==> config.mk <==
export PLATFORM = sky130hd
export DESIGN_NAME = bomb_fuse_scheduler
export DESIGN_NICKNAME = d
export VERILOG_FILES = /design/src/rtl/bomb_fuse_scheduler.sv
export SDC_FILE = /design/constraint.sdc
export NUM_CORES = 1
export LEC_CHECK = 0
export CAP_MARGIN = 30
export CORE_ASPECT_RATIO = 2
export CORE_MARGIN = 8
export CORE_UTILIZATION = 63
export DETAILED_ROUTE_END_ITERATION = 8
export PLACE_DENSITY = 0.86
export SLEW_MARGIN = 20
export SYNTH_ARGS = -nofsm -noshare
export SYNTH_HDL_FRONTEND = slang
export SYNTH_SLANG_ARGS = --single-unit
==> constraint.sdc <==
create_clock -name clk -period 3.35 [get_ports clk]
set_clock_uncertainty 0.05 [all_clocks]
set_input_delay 0.67 -clock clk [delete_from_list [all_inputs] [get_ports clk]]
set_output_delay 0.67 -clock clk [all_outputs]
set_load 0.05 [all_outputs]
==> src/rtl/bomb_fuse_scheduler.sv <==
// Bomb-fuse scheduler: allocates a fixed pool of bomb slots and counts down
// their fuses on the one-second tick. Chain-reaction hits can force early
// expiry. Expired bombs are reported one per clock, lowest slot index first.

// Per-slot bomb state: FREE -> ARMED -> PENDING -> FREE
module bomb_fuse_slot #(
   parameter int FUSE_SEC = 3,
   parameter int COORD_W  = 4
) (
   input  logic               clk,
   input  logic               resetN,
   input  logic               place_en,
   input  logic [COORD_W-1:0] place_col,
   input  logic [COORD_W-1:0] place_row,
   input  logic               dec_en,
   input  logic               det_req,
   input  logic [COORD_W-1:0] det_col,
   input  logic [COORD_W-1:0] det_row,
   input  logic               report_en,
   output logic               armed,
   output logic               pending,
   output logic               active_d,
   output logic [COORD_W-1:0] col,
   output logic [COORD_W-1:0] row
);

   typedef enum logic [1:0] {
      S_FREE    = 2'd0,
      S_ARMED   = 2'd1,
      S_PENDING = 2'd2
   } slot_state_e;

   slot_state_e        state_q, state_d;
   logic [2:0]         fuse_q, fuse_d;
   logic [COORD_W-1:0] col_q, col_d;
   logic [COORD_W-1:0] row_q, row_d;

   // Next-state: a hit takes precedence over the tick, so a hit and an
   // expiry on the same edge collapse into a single PENDING.
   always_comb begin
      state_d = state_q;
      fuse_d  = fuse_q;
      col_d   = col_q;
      row_d   = row_q;
      case (state_q)
         S_FREE: begin
            if (place_en) begin
               state_d = S_ARMED;
               fuse_d  = 3'(FUSE_SEC);
               col_d   = place_col;
               row_d   = place_row;
            end
         end
         S_ARMED: begin
            if (det_req && det_col == col_q && det_row == row_q) begin
               state_d = S_PENDING;
               fuse_d  = 3'd0;
            end else if (dec_en) begin
               if (fuse_q <= 3'd1) begin
                  state_d = S_PENDING;
                  fuse_d  = 3'd0;
               end else begin
                  fuse_d = fuse_q - 3'd1;
               end
            end
         end
         S_PENDING: begin
            if (report_en) state_d = S_FREE;
         end
         default: state_d = S_FREE;
      endcase
   end

   // Slot registers; coordinates are kept after expiry so the reporter can read them
   always_ff @(posedge clk or negedge resetN) begin
      if (!resetN) begin
         state_q <= S_FREE;
         fuse_q  <= 3'd0;
         col_q   <= '0;
         row_q   <= '0;
      end else begin
         state_q <= state_d;
         fuse_q  <= fuse_d;
         col_q   <= col_d;
         row_q   <= row_d;
      end
   end

   assign armed    = (state_q == S_ARMED);
   assign pending  = (state_q == S_PENDING);
   assign active_d = (state_d != S_FREE);
   assign col      = col_q;
   assign row      = row_q;

endmodule

// Top: slot pool, placement arbitration and expiry reporting
module bomb_fuse_scheduler #(
   parameter int NUM_SLOTS = 4,
   parameter int FUSE_SEC  = 3,
   parameter int COORD_W   = 4
) (
   input  logic                 clk,
   input  logic                 resetN,
   input  logic                 tick,
   input  logic                 pause,
   input  logic                 place_req,
   input  logic [COORD_W-1:0]   place_col,
   input  logic [COORD_W-1:0]   place_row,
   input  logic                 det_req,
   input  logic [COORD_W-1:0]   det_col,
   input  logic [COORD_W-1:0]   det_row,
   output logic                 place_ack,
   output logic                 place_nack,
   output logic [2:0]           place_slot,
   output logic                 explode_valid,
   output logic [2:0]           explode_slot,
   output logic [COORD_W-1:0]   explode_col,
   output logic [COORD_W-1:0]   explode_row,
   output logic [NUM_SLOTS-1:0] active_mask
);

   logic [NUM_SLOTS-1:0]              slot_armed;
   logic [NUM_SLOTS-1:0]              slot_pending;
   logic [NUM_SLOTS-1:0]              slot_active_d;
   logic [NUM_SLOTS-1:0][COORD_W-1:0] slot_col;
   logic [NUM_SLOTS-1:0][COORD_W-1:0] slot_row;
   logic [NUM_SLOTS-1:0]              grant;
   logic [NUM_SLOTS-1:0]              report;

   logic               dup, have_free, have_pend, place_ok;
   logic [2:0]         free_idx, pend_idx;
   logic [COORD_W-1:0] pend_col, pend_row;
   logic               dec_en;

   logic                 place_ack_q, place_ack_d;
   logic                 place_nack_q, place_nack_d;
   logic [2:0]           place_slot_q, place_slot_d;
   logic                 explode_valid_q, explode_valid_d;
   logic [2:0]           explode_slot_q, explode_slot_d;
   logic [COORD_W-1:0]   explode_col_q, explode_col_d;
   logic [COORD_W-1:0]   explode_row_q, explode_row_d;
   logic [NUM_SLOTS-1:0] active_mask_q, active_mask_d;

   assign dec_en = tick && !pause;

   genvar g;
   generate
      for (g = 0; g < NUM_SLOTS; g++) begin : g_slot
         bomb_fuse_slot #(
            .FUSE_SEC (FUSE_SEC),
            .COORD_W  (COORD_W)
         ) u_slot (
            .clk       (clk),
            .resetN    (resetN),
            .place_en  (grant[g]),
            .place_col (place_col),
            .place_row (place_row),
            .dec_en    (dec_en),
            .det_req   (det_req),
            .det_col   (det_col),
            .det_row   (det_row),
            .report_en (report[g]),
            .armed     (slot_armed[g]),
            .pending   (slot_pending[g]),
            .active_d  (slot_active_d[g]),
            .col       (slot_col[g]),
            .row       (slot_row[g])
         );
      end
   endgenerate

   // Arbitration on pre-edge slot state: duplicate-cell check, lowest free
   // slot for placement, lowest pending slot for reporting. A pending slot is
   // neither free nor reusable until the edge after it is reported.
   always_comb begin
      dup       = 1'b0;
      have_free = 1'b0;
      free_idx  = 3'd0;
      have_pend = 1'b0;
      pend_idx  = 3'd0;
      pend_col  = '0;
      pend_row  = '0;
      for (int i = NUM_SLOTS - 1; i >= 0; i--) begin
         if ((slot_armed[i] || slot_pending[i]) &&
             slot_col[i] == place_col && slot_row[i] == place_row)
            dup = 1'b1;
         if (!slot_armed[i] && !slot_pending[i]) begin
            have_free = 1'b1;
            free_idx  = 3'(i);
         end
         if (slot_pending[i]) begin
            have_pend = 1'b1;
            pend_idx  = 3'(i);
            pend_col  = slot_col[i];
            pend_row  = slot_row[i];
         end
      end
      place_ok = place_req && !dup && have_free;
      grant    = '0;
      report   = '0;
      for (int i = 0; i < NUM_SLOTS; i++) begin
         grant[i]  = place_ok && (free_idx == 3'(i));
         report[i] = have_pend && (pend_idx == 3'(i));
      end
   end

   // Output next-state; slot and coordinate fields hold when not valid
   always_comb begin
      place_ack_d     = place_ok;
      place_nack_d    = place_req && !place_ok;
      place_slot_d    = place_ok ? free_idx : place_slot_q;
      explode_valid_d = have_pend;
      explode_slot_d  = have_pend ? pend_idx : explode_slot_q;
      explode_col_d   = have_pend ? pend_col : explode_col_q;
      explode_row_d   = have_pend ? pend_row : explode_row_q;
      active_mask_d   = slot_active_d;
   end

   // Registered outputs
   always_ff @(posedge clk or negedge resetN) begin
      if (!resetN) begin
         place_ack_q     <= 1'b0;
         place_nack_q    <= 1'b0;
         place_slot_q    <= 3'd0;
         explode_valid_q <= 1'b0;
         explode_slot_q  <= 3'd0;
         explode_col_q   <= '0;
         explode_row_q   <= '0;
         active_mask_q   <= '0;
      end else begin
         place_ack_q     <= place_ack_d;
         place_nack_q    <= place_nack_d;
         place_slot_q    <= place_slot_d;
         explode_valid_q <= explode_valid_d;
         explode_slot_q  <= explode_slot_d;
         explode_col_q   <= explode_col_d;
         explode_row_q   <= explode_row_d;
         active_mask_q   <= active_mask_d;
      end
   end

   assign place_ack     = place_ack_q;
   assign place_nack    = place_nack_q;
   assign place_slot    = place_slot_q;
   assign explode_valid = explode_valid_q;
   assign explode_slot  = explode_slot_q;
   assign explode_col   = explode_col_q;
   assign explode_row   = explode_row_q;
   assign active_mask   = active_mask_q;

endmodule

==> results.txt, run 1 <==
The flow ran to the end, and the final reports show no timing, DRC or antenna violations. Power spread over the standard cell area amounts to 954 mW/mm2. At the end of routability-driven placement, the weighted congestion stood at 0.939. Leaving out fill and tap cells, the most frequent cells in the layout are sky130_fd_sc_hd__dfrtp_1, sky130_fd_sc_hd__xnor2_1, sky130_fd_sc_hd__nand2_1, sky130_fd_sc_hd__clkdlybuf4s50_1, sky130_fd_sc_hd__a21oi_1. Actual slew at the worst max-slew pin: 0.865 ns. TritonCTS built the clock tree. The final cycle utilization of the critical path is 0.870, and the sink count of the clock tree is 71. The critical path's largest stage delay was 0.67 ns; the final-stage net count was 551.

Total leakage power: 2.26 nW. Counting I/O delays and the setup requirement, the final critical path takes 2.91 ns. Number of placed I/O pins: 43. The total vias in the final route is 3775. The worst setup path is launched from an input port. Count of antenna-violating nets left after detailed routing: 0. The first TritonRoute pass finished after 5 iterations.

The half-perimeter wire length of the detailed placement result was 9.55 mm. The synthesized design contains 71 register bits. During synthesis, Yosys emitted a total of 0 warnings. In the final routed layout, each cell accounts on average for 21.9 um. In this run the horizontal extent of the chip is 76.9 um. The minimum hold slack was 0.352 ns; the signal arrival time at the worst endpoint was 3.15 ns. The count of hold-fix buffers inserted at cts is 0, and the number of setup buffers added after CTS is 0. The highest clock frequency the design can meet is 343 MHz, and the initial core utilization is 0.647. Clock latency on the worst-skew pair, taken at its later pin, is 0.35 ns. The share of post-route cells with drive strength above 1 was 0.139; the number of flops mapped to enable cells by yosys was 0. The height of the die was 138 um; the number of DRC markers after the initial detailed-route iteration was 262. The total count of hold-check failures in the final report is 0.

The sequential share of the synthesized area was 0.381; the detailed-route DRC error count was 0. The floorplan die area is 0.0106 mm2. Timing analysis after detailed placement gives a worst setup slack of 0.216 ns.

For the total count of max-transition violations in the final report, the log shows 0. The diode insertion count for antenna repair is 0, and the growth of design area from synthesis to finish is 15.4%. The clock root buffer was sky130_fd_sc_hd__clkbuf_16.

The data required time of the critical path came out at 3.58 ns. The portion of synthesized cell area occupied by the leading cell type works out to 0.381. The number of cells produced by synthesis was 474; the CTS H-tree depth was 3. The first-pass GRT wire length is 21.0 mm. The standard cell core area was 0.00721 mm2; the row count was 44. Ranked by total cell area, the synthesized netlist is headed by sky130_fd_sc_hd__dfrtp_1, sky130_fd_sc_hd__xnor2_1, sky130_fd_sc_hd__mux2_2. The routed design has 13.1 mm of wire. The async set-reset flop share out of synthesis was 1.00; the detailed-route vias per instance was 6.28.

Global-route usage over all layers: 0.259. Combined area of all synthesized cells: 0.00467 mm2. The maximum fanout along the worst path is 15. The worst slew margin relative to its limit came out at 0.423. Summed over all instances, the cell type with the most area after synthesis is sky130_fd_sc_hd__dfrtp_1. The category of the worst setup path capture point was a register. The number of resized instances in the post-cts repair step came out at 0. Max-cap violations in this run came to 0.

Setup repair after global routing left no endpoint under its margin. Entering global routing, the biggest net connects 41 pins. Dividing the synthesized area by the synthesized cell count gives 9.85 um2. The netlist uses 59 different library cells. Summed over all layers, the global routing overflow is 0. The count of cells in the finished layout, fillers not included, comes to 601.

The critical path start-end classification is input port to register. The clock-pin slew of the registers on the worst-case setup and hold paths is 0.06 ns. Counting the buffers created by CTS gives 9.

The count of input and output buffers is 40, and the cell count after placement is 585. The most instantiated flip-flop cell in the synthesis netlist was sky130_fd_sc_hd__dfrtp_1. The count of final setup violators came out at 0.

The initial antenna violation count was 0; the number of global-route vias before repair was 4014. Summed over all failing endpoints, the final setup total negative slack is 0 ns. Traced cell by cell, the critical path runs through clkdlybuf4s50_1, xor2_1, nor4_1, nand4_1, and3_4, nand4_4, a2111oi_2, a31o_1. For flop-to-flop paths, the worst setup slack is 0.81 ns. Largest voltage drop on the vdd net: 0.568 mV. Among all stages on the critical path, the largest delay is contributed by sky130_fd_sc_hd__clkdlybuf4s50_1.

The post-route worst setup slack came out at 0.436 ns. Counting along the longest clock path gives a buffer depth of 2. The classification of the worst-slack hold path was input port to async pin.

The most common cell after layout, fill and taps aside is sky130_fd_sc_hd__dfrtp_1.
==> critical path: cells and delay by family <==
family / cells / cell delay (ns)
simple gates: 4 / 0.80
buf+inv: 1 / 0.67
compound gates: 2 / 0.61
xor+xnor: 1 / 0.39
==> sequential cells by signal (all words and copies together) (netlist names) <==
name and count:
place_ack 1, explode_slot 2, place_nack 1, g_slot.u_slot.col 16
place_slot 2, active_mask 4, explode_valid 1, explode_col 4
g_slot.u_slot.row 16, g_slot.u_slot.fuse_q 12, explode_row 4, g_slot.u_slot.state_q 8
==> stage by stage <==
step / utilization / total power, mW / instance area, um2
floorplan: - / 3.30 / 4670
global placement: 0.702 / 3.95 / 5060
detailed placement: 0.702 / 4.04 / 5060
CTS: 0.747 / 5.11 / 5390
global route: 0.747 / 5.39 / 5390
finish: 0.747 / 5.14 / 5390
==> final cells by class <==
class / count / area [um2]
multi-input combinational: 355 / 2640
fill: 518 / 1820
sequential: 71 / 1780
timing repair buffer: 46 / 453
clock buffer: 9 / 225
tap: 92 / 115
clock inverter: 7 / 97.6
inverter: 21 / 78.8
==> layer usage <==
metal	vias to the layer above	global-route usage	wire length [um]
met5	-	0	0
met4	0	0.175	683
met3	49	0.0588	664
met2	155	0.484	7340
met1	1856	0.244	4450
li1	1715	-	-
==> worst paths after layout <==
kind	from	to	cells past startpoint
max	place_col[2]	g_slot[0].u_slot.fuse_q[2]$_DFFE_PN0P_	8
max reg2reg	g_slot[0].u_slot.state_q[1]$_DFF_PN0_	g_slot[0].u_slot.fuse_q[2]$_DFFE_PN0P_	8
min	resetN	g_slot[0].u_slot.fuse_q[0]$_DFFE_PN0P_	1
min in group clk	explode_row[1]$_DFFE_PN0P_	explode_row[1]$_DFFE_PN0P_	2
max in group asynchronous	resetN	explode_slot[1]$_DFFE_PN0P_	2
min reg2reg	explode_row[1]$_DFFE_PN0P_	explode_row[1]$_DFFE_PN0P_	2
==> Yosys cell counts, types with 2 or more instances <==
master,count
sky130_fd_sc_hd__dfrtp_1,71
sky130_fd_sc_hd__xnor2_1,54
sky130_fd_sc_hd__nand2_1,43
sky130_fd_sc_hd__a21oi_1,31
sky130_fd_sc_hd__mux2_2,29
sky130_fd_sc_hd__ha_1,25
sky130_fd_sc_hd__o21ai_0,24
sky130_fd_sc_hd__inv_1,20
sky130_fd_sc_hd__nor2_1,20
sky130_fd_sc_hd__nor3_1,13
sky130_fd_sc_hd__buf_4,11
sky130_fd_sc_hd__nand3_1,11
sky130_fd_sc_hd__clkbuf_1,10
sky130_fd_sc_hd__nand2b_1,10
sky130_fd_sc_hd__nand4_1,10
sky130_fd_sc_hd__xor2_1,10
sky130_fd_sc_hd__o221ai_1,8
sky130_fd_sc_hd__a21o_1,5
sky130_fd_sc_hd__mux2_1,5
sky130_fd_sc_hd__clkbuf_2,4
sky130_fd_sc_hd__o21bai_1,4
sky130_fd_sc_hd__a211o_1,3
sky130_fd_sc_hd__a211oi_1,3
sky130_fd_sc_hd__a31oi_1,3
sky130_fd_sc_hd__buf_6,3
sky130_fd_sc_hd__a2111oi_2,2
sky130_fd_sc_hd__a221oi_2,2
sky130_fd_sc_hd__nand4_4,2
sky130_fd_sc_hd__nor2b_1,2
sky130_fd_sc_hd__nor3_2,2
sky130_fd_sc_hd__nor4_1,2
sky130_fd_sc_hd__o211ai_1,2
sky130_fd_sc_hd__o2bb2ai_1,2
sky130_fd_sc_hd__or2_1,2
sky130_fd_sc_hd__or3_1,2
==> power breakdown <==
| group | internal [mW] | total (mW) | switching, mW |
|---|---|---|---|
| Clock | 0.652 | 1.04 | 0.389 |
| Sequential | 1.21 | 1.62 | 0.406 |
| Combinational | 1.01 | 2.48 | 1.47 |
==> logic make-up (layout without fill, tap and decap cells) <==
| group | after synthesis | after routing | share of synthesized area |
|---|---|---|---|
| and+or+nand+nor | 126 | 126 | 0.141 |
| DFF | 71 | 71 | 0.381 |
| buffers and inverters | 49 | 83 | 0.0542 |
| xor gates and xnor gates | 64 | 64 | 0.120 |
| AOI/OAI and AO/OA | 104 | 104 | 0.154 |
| adders and majority gates | 25 | 25 | 0.0670 |
| muxes | 34 | 34 | 0.0820 |
| other | 1 | 2 | 0.000804 |
No activity file was read; power rests on OpenSTA's default activity.
==> run 2: changes to the inputs <==
- ABC_AREA: not set -> 1
- CTS_CLUSTER_SIZE: not set -> 24
==> run 2 against run 1 <==
  * Total power is 2.2% higher
  * Die area is 1.8% higher
  * Cell count is 34% higher
  * Area after synthesis is 2.2% higher
  * Via count is 20% higher
  * Global-route usage is 1.2 points lower
  * Critical path type unchanged
  * Utilization is 1.2 points lower
  * Final area is 2.2% higher
  * Critical endpoint is now g_slot[3].u_slot.fuse_q[0]$_DFFE_PN0P_
  * Wire length is 1.9% lower
==> results.txt, run 2 <==
Remaining global-route overflow: 0. The run gives 71 as the sink count of the clock tree. The number of library cell types mapped by synthesis was 36. The most used flip-flop cell after synthesis is sky130_fd_sc_hd__dfrtp_1. Data on the critical path is required at its endpoint by 3.53 ns. The setup path with the least slack is of type input port to register. The run gives 325 as the number of DRC markers after the initial detailed-route iteration. The clock-pin slew of the registers on the worst-case setup and hold paths came out at 0.06 ns. Setup repair after global routing left no endpoint under its margin. The minimum hold slack is 0.337 ns, and the total count of max-transition violations in the final report is 0. The sequential share of the synthesized area came out at 0.373.

Category of the worst setup path capture point: a register. The top cell types in the final layout, fill and taps aside, are sky130_fd_sc_hd__nand2_1, sky130_fd_sc_hd__inv_1, sky130_fd_sc_hd__dfrtp_1, sky130_fd_sc_hd__nand3_1. Detailed-route vias per instance: 5.64. TritonCTS built the clock tree. Entering global routing, the biggest net connects 33 pins.

For the half-perimeter wire length of the detailed placement result, the log shows 9.49 mm. The run gives 4389 as the number of global-route vias before repair. The run gives 0 as the number of setup buffers added after CTS.

The synthesized design contains 0 enable-type register cells. The sequential group share of total power was 0.307. The pre-antenna-repair detailed-routing pass consisted of 5 iterations. The number of clock buffers added by TritonCTS is 9. Sorting the synthesized cells by how often they occur yields sky130_fd_sc_hd__nand2_1, sky130_fd_sc_hd__inv_1, sky130_fd_sc_hd__dfrtp_1.

The total vias in the final route is 4544. The switching share of power works out to 0.487. In the routed design, unresolved DRC markers number 0. In this run the worst path has a maximum fanout of 18. The tools report the portion of total power attributed to the clock network as 0.168.

After synthesis, the cell types taking the most area are sky130_fd_sc_hd__dfrtp_1, sky130_fd_sc_hd__nand2_1, sky130_fd_sc_hd__ha_1. The global-route usage over all layers is 0.247, and the average wire per standard cell is 16.0 um. The floorplan step defined a die boundary enclosing 0.0108 mm2.

Highest clock frequency the design can meet: 370 MHz. Launching point of the worst reg2reg path: g_slot[2].u_slot.state_q[1]$_DFF_PN0_. Measured along the y axis, the die boundary spans 139 um.

Portion of total power attributed to combinational logic: 0.525. The logic depth of the worst register-to-register path came out at 10. The count of hold-fix buffers inserted at cts was 0. In this run the register-to-register setup slack is 0.80 ns. In this run the critical register-to-register path is captured at g_slot[3].u_slot.fuse_q[0]$_DFFE_PN0P_. Summing internal, switching and leakage power gives 5.25 mW. The die is 77.5 um wide. The final cycle utilization of the critical path was 0.806.

The count of final setup violators is 0. The standard cell core area is 0.00749 mm2, and the count of antenna-violating nets left after detailed routing is 0. The total leakage power came out at 2.77 nW. In this run the core area contains 45 standard-cell rows.

The share of post-route cells with drive strength above 1 was 0.0731; the final weighted congestion in routability-driven placement was 1.02. The first-pass GRT wire length was 21.2 mm. The final critical-path required period is 2.70 ns, and the initial antenna violation count is 0. For the diode insertion count for antenna repair, the log shows 0. Wires add up to 12.9 mm. By instance count, the leading cell after synthesis is sky130_fd_sc_hd__nand2_1.

The library cell used most frequently in the layout, excluding fill and tap cells, is sky130_fd_sc_hd__nand2_1. At the later pin of the worst-skew pair, clock insertion delay measures 0.34 ns. From synthesis to final layout, the design area changed by 15.4%. For the total count of hold-check failures in the final report, the log shows 0. The register bit total from synthesis is 71, and the mean cell area of the mapped netlist is 7.18 um2. Counting along the longest clock path gives a buffer depth of 2. After filler insertion, the fill cell instance count of the layout stands at 617. The count of input and output buffers came out at 40.

STA classifies the critical path startpoint as an input port. In this run the power density over the cells is 954 mW/mm2. The portion of synthesized cell area occupied by the leading cell type was 0.373.

Classification of the worst-slack hold path: input port to async pin. Synthesis handed over a netlist of 664 instances. The logs give 0 for the Yosys warning count and 3 for the CTS H-tree depth. The async set-reset flop share out of synthesis was 1.00. The switching power summed over all nets was 2.56 mW.

Post-CTS repair changed the size of 0 cells. For the worst setup path, the data arrival time is 2.88 ns. Across the run, the number of max-cap violations was 0. Final-stage net count: 753.

IR analysis of the VDD net gives a maximum drop of 0.629 mV. The logs give 43 for the number of placed I/O pins and 0.381 for the worst slew margin relative to its limit. CTS placed an instance of sky130_fd_sc_hd__clkbuf_16 at the clock tree root. The actual slew at the worst max-slew pin was 0.926 ns; the accumulated negative setup slack was 0 ns.

The synthesized netlist occupies a cell area of 0.00477 mm2. The internal power of the cells totals 2.69 mW. The flow ran to the end, and the final reports show no timing, DRC or antenna violations. The top cell type by total area after synthesis is sky130_fd_sc_hd__dfrtp_1. The initial core utilization came out at 0.637.
## run 2: cell type report
| class | count | area [um2] | share of cell area |
|---|---|---|---|
| Multi-Input combinational cell | 492 | 2580 | 0.468 |
| Sequential cell | 71 | 1780 | 0.323 |
| Timing Repair Buffer | 44 | 425 | 0.0773 |
| Inverter | 88 | 330 | 0.0600 |
| Clock buffer | 11 | 243 | 0.0441 |
| Tap cell | 94 | 118 | 0.0214 |
| Clock inverter | 5 | 33.8 | 0.00614 |
## run 2: cells by family (layout without fill, tap and decap cells)
kind of cell | after synthesis | after routing | share of synthesized area
buffers and inverters | 102 | 148 | 0.0876
xor gates and xnor gates | 15 | 15 | 0.0275
AOI/OAI and AO/OA | 109 | 109 | 0.133
other | 1 | 2 | 0.000786
DFF | 71 | 71 | 0.373
adders and majority gates | 25 | 25 | 0.0656
and+or+nand+nor | 341 | 341 | 0.313
## run 2: routing by layer
| metal | track usage | wire [um] | up-vias |
|---|---|---|---|
| met2 | 0.402 | 6210 | 173 |
| met5 | 0 | 0 | - |
| met3 | 0.0552 | 717 | 56 |
| met1 | 0.282 | 5230 | 2087 |
| met4 | 0.157 | 715 | 0 |
| li1 | - | - | 2228 |
## run 2: how the worst max path moves through the flow
stage,startpoint,endpoint,slack (ns),cells past startpoint
floorplan,g_slot[2].u_slot.state_q[1]$_DFF_PN0_,g_slot[2].u_slot.col[3]$_DFFE_PN0P_,1.37,9
global placement,place_row[0],g_slot[3].u_slot.fuse_q[2]$_DFFE_PN0P_,0.41,13
detailed placement,place_row[0],g_slot[3].u_slot.fuse_q[0]$_DFFE_PN0P_,0.37,13
CTS,place_col[1],g_slot[3].u_slot.fuse_q[0]$_DFFE_PN0P_,0.70,15
global route,place_row[3],g_slot[2].u_slot.fuse_q[2]$_DFFE_PN0P_,0.47,15
finish,place_col[1],g_slot[3].u_slot.fuse_q[0]$_DFFE_PN0P_,0.65,15
## run 2: per-stage QoR
stage	area (um2)	worst slack (ns)	utilization	cells
finish	5510	0.649	0.735	805
global placement	5230	0.412	0.698	789
floorplan	4770	1.37	-	665
CTS	5510	0.701	0.735	805
global route	5510	0.472	0.735	805
detailed placement	5230	0.371	0.698	789
## run 2: power groups by stage
stage,Combinational (mW),Sequential (mW),Clock (mW)
final,2.76,1.61,0.885
after detailed placement,2.72,1.61,0
after CTS,2.75,1.60,0.895
after global placement,2.66,1.60,0
after global routing,3.08,1.65,0.930
after floorplan,1.78,1.78,0
## run 2: worst max-delay path: stages
cell,delay (ns)
sky130_fd_sc_hd__clkdlybuf4s50_1,0.52
sky130_fd_sc_hd__inv_2,0.18
sky130_fd_sc_hd__nand2_1,0.08
sky130_fd_sc_hd__nand2_1,0.07
sky130_fd_sc_hd__inv_1,0.04
sky130_fd_sc_hd__nand2_1,0.06
sky130_fd_sc_hd__nor2_1,0.05
sky130_fd_sc_hd__nand3_1,0.10
sky130_fd_sc_hd__nand2_2,0.12
sky130_fd_sc_hd__nor2_8,0.21
sky130_fd_sc_hd__nand4_4,0.35
sky130_fd_sc_hd__nand2_2,0.21
sky130_fd_sc_hd__nand2_1,0.10
sky130_fd_sc_hd__nand2_1,0.07
sky130_fd_sc_hd__nand2_1,0.05
==> run 3: changes to the inputs <==
- CORE_UTILIZATION: 63 -> 58
- PLACE_DENSITY: 0.86 -> 0.8
- clock period: 3.35 -> 2.65 ns (I/O delays scaled with it)
==> run 3 against run 2 <==
  * Non-clock buffer count rose by 17
  * Utilization fell by 3.2 points
  * Total power rose by 29%
  * Via count rose by 1.3%
  * Worst setup slack got worse by 0.31 ns
  * Global-route usage fell by 0.24 points
  * Worst hold slack got worse by 0.22 ns
  * Wire length rose by 3.7%
  * Clock power rose by 28%
  * Sequential share of layout area fell by 1.1 points
  * First-iteration DRC count rose by 18%
==> results.txt, run 3 (synthesis results as in run 2) <==
The run finished with clean final reports. The tools report the sum of routed wire length over all layers as 13.4 mm. For the global-route usage over all layers, the log shows 0.244.

After detailed routing, the number of remaining DRC violations is 0. The height of the die is 144 um, and the detailed-route vias per instance is 5.57. The total count of hold-check failures in the final report was 0; the number of max-cap violations was 0. The detailed router finished its first iteration with 385 violations. Once the clock tree was built, the setup fixing pass inserted 0 buffers. The sink count of the clock tree came out at 71. Once detail routing completed, the nets flagged for antenna violations numbered 0. After routing, the total negative slack on setup checks comes to 0 ns. After legalization and detailed placement, the total HPWL measured 9.97 mm.

The congestion estimate from routability-driven global placement came to 0.923. The first global-routing pass estimated 22.0 mm of wire. The total count of max-transition violations in the final report was 0. For the initial core utilization, the log shows 0.588. Total leakage power: 2.89 nW.

The post-route worst setup slack was 0.341 ns; the number of global-route vias before repair was 4467. STA classifies the critical path startpoint as an input port. For the pin with the worst max-slew slack, the measured transition is 0.533 ns. CTS placed an instance of sky130_fd_sc_hd__clkbuf_16 at the clock tree root. Gates resized during post-CTS repair numbered 0. In this run the critical register-to-register path is launched from g_slot[3].u_slot.state_q[1]$_DFF_PN0_. The run gives -0.00134 ns as the worst slack after detailed placement.

Most common cell after layout, fill and taps aside: sky130_fd_sc_hd__nand2_1. The run gives 0 as the count of hold-fix buffers inserted at cts. The worst path needs 2.31 ns of the cycle, external delays included. The initial antenna violation count is 0, and the remaining global-route overflow is 0.

TritonCTS built the clock tree. After floorplanning, the core was divided into 47 placement rows. The region available for standard cell placement spans 0.00812 mm2.

The run gives 0 as the count of final setup violators. The worst slew margin relative to its limit is 0.642, and the total clock buffers created by CTS is 9. Across all register-to-register paths, the minimum setup slack is 0.36 ns.

The final-stage net count is 770. In this run the worst path has a maximum fanout of 8. The largest single stage delay on the critical path is 0.60 ns.

In the layout the commonest cells are sky130_fd_sc_hd__nand2_1, sky130_fd_sc_hd__inv_1, sky130_fd_sc_hd__dfrtp_1, sky130_fd_sc_hd__nand3_1. Clock-pin slew was measured on the worst setup and hold paths at 0.06 ns. The count of input and output buffers came out at 40. The clock tree synthesis step divided the H-tree into 3 levels.

The final cycle utilization of the critical path was 0.871; the power per cell area was 1190 mW/mm2. Relative to the synthesized area, the layout overhead comes to 19.6%. For the worst-skew pair later-pin latency, the log shows 0.34 ns. For the first-pass iteration count of the detailed router, the log shows 5. For the signal arrival time at the worst endpoint, the log shows 2.48 ns.

The worst setup path is captured at a register. Number of placed I/O pins: 43. Traced cell by cell, the critical path runs through clkdlybuf4s50_1, inv_2, o21ai_0, nor2_1, nand3_1, nor2_2, nor2_8, nand3_1, nand2_1, nand2_1, nand3_1, nand2_1. STA puts the critical path data required time at 2.82 ns.

The critical path is of the input port to register type. Setup repair after global routing left no endpoint under its margin. The tools report the largest voltage drop on the vdd net as 0.681 mV.

The slowest stage of the critical path belongs to the cell sky130_fd_sc_hd__clkdlybuf4s50_1. The die extent in x was 80.1 um. Entering global routing, the biggest net connects 72 pins. The final core area utilization is 0.703, and the average wire per standard cell is 16.2 um. Diode insertion count for antenna repair: 0. The most critical setup path has its startpoint at place_row[2]. The share of post-route cells with drive strength above 1 was 0.0934. Classification of the worst-slack hold path: input port to async pin. The run gives 4601 as the total vias in the final route.

For the floorplan die area, the log shows 0.0116 mm2. Buffer depth of the longest clock path: 2. Derived from the worst setup path, the maximum achievable clock frequency is 433 MHz.
## run 3: cell types whose count changed in the layout (fill, tap and decap cells not counted), sizes merged
cell and change:
buf +17, clkbuf +2, clkinv -1, clkinvlp -1
## run 3: worst max-delay path: cells and delay by family
| kind | cells | cell delay, ns |
|---|---|---|
| compound gates | 1 | 0.21 |
| buf+inv | 2 | 0.73 |
| simple gates | 9 | 1.02 |
## run 3: power breakdown
group	switching, mW	internal [mW]
Sequential	0.494	1.55
Clock	0.449	0.682
Combinational	2.30	1.33
Total	3.24	3.56
## run 3: layout make-up
cell class | count | area [um2]
flip-flops and latches | 71 | 1780
fillers | 698 | 2410
inverters | 88 | 330
well taps | 98 | 123
clock inverters | 3 | 17.5
repair buffers | 61 | 618
multi-input cells | 492 | 2580
clock buffers | 13 | 260
## run 3: worst paths after layout
kind | depth (start not counted) | end
max in group asynchronous | 2 | g_slot[0].u_slot.state_q[0]$_DFF_PN0_
max reg2reg | 14 | active_mask[1]$_DFF_PN0_
min in group clk | 2 | g_slot[1].u_slot.fuse_q[1]$_DFFE_PN0P_
min reg2reg | 2 | g_slot[1].u_slot.fuse_q[1]$_DFFE_PN0P_
max | 12 | active_mask[1]$_DFF_PN0_
min | 2 | g_slot[2].u_slot.row[3]$_DFFE_PN0P_
## run 3: metrics by stage
step | std cells | hold slack, ns | instance area [um2] | total power [mW]
after floorplan | 665 | 0.184 | 4770 | 4.50
after global placement | 810 | 0.407 | 5430 | 5.53
after detailed placement | 810 | 0.416 | 5430 | 5.64
after CTS | 826 | 0.170 | 5700 | 6.81
after global routing | 826 | 0.190 | 5700 | 7.34
final | 826 | 0.122 | 5700 | 6.80
## run 3: layer usage
metal  up-vias  GRT usage  routed length (um)
met5         -          0                   0
met4         0      0.116                 495
met3        37     0.0380                 629
met2       139      0.422                6800
met1      2177      0.283                5440
li1       2248          -                   -
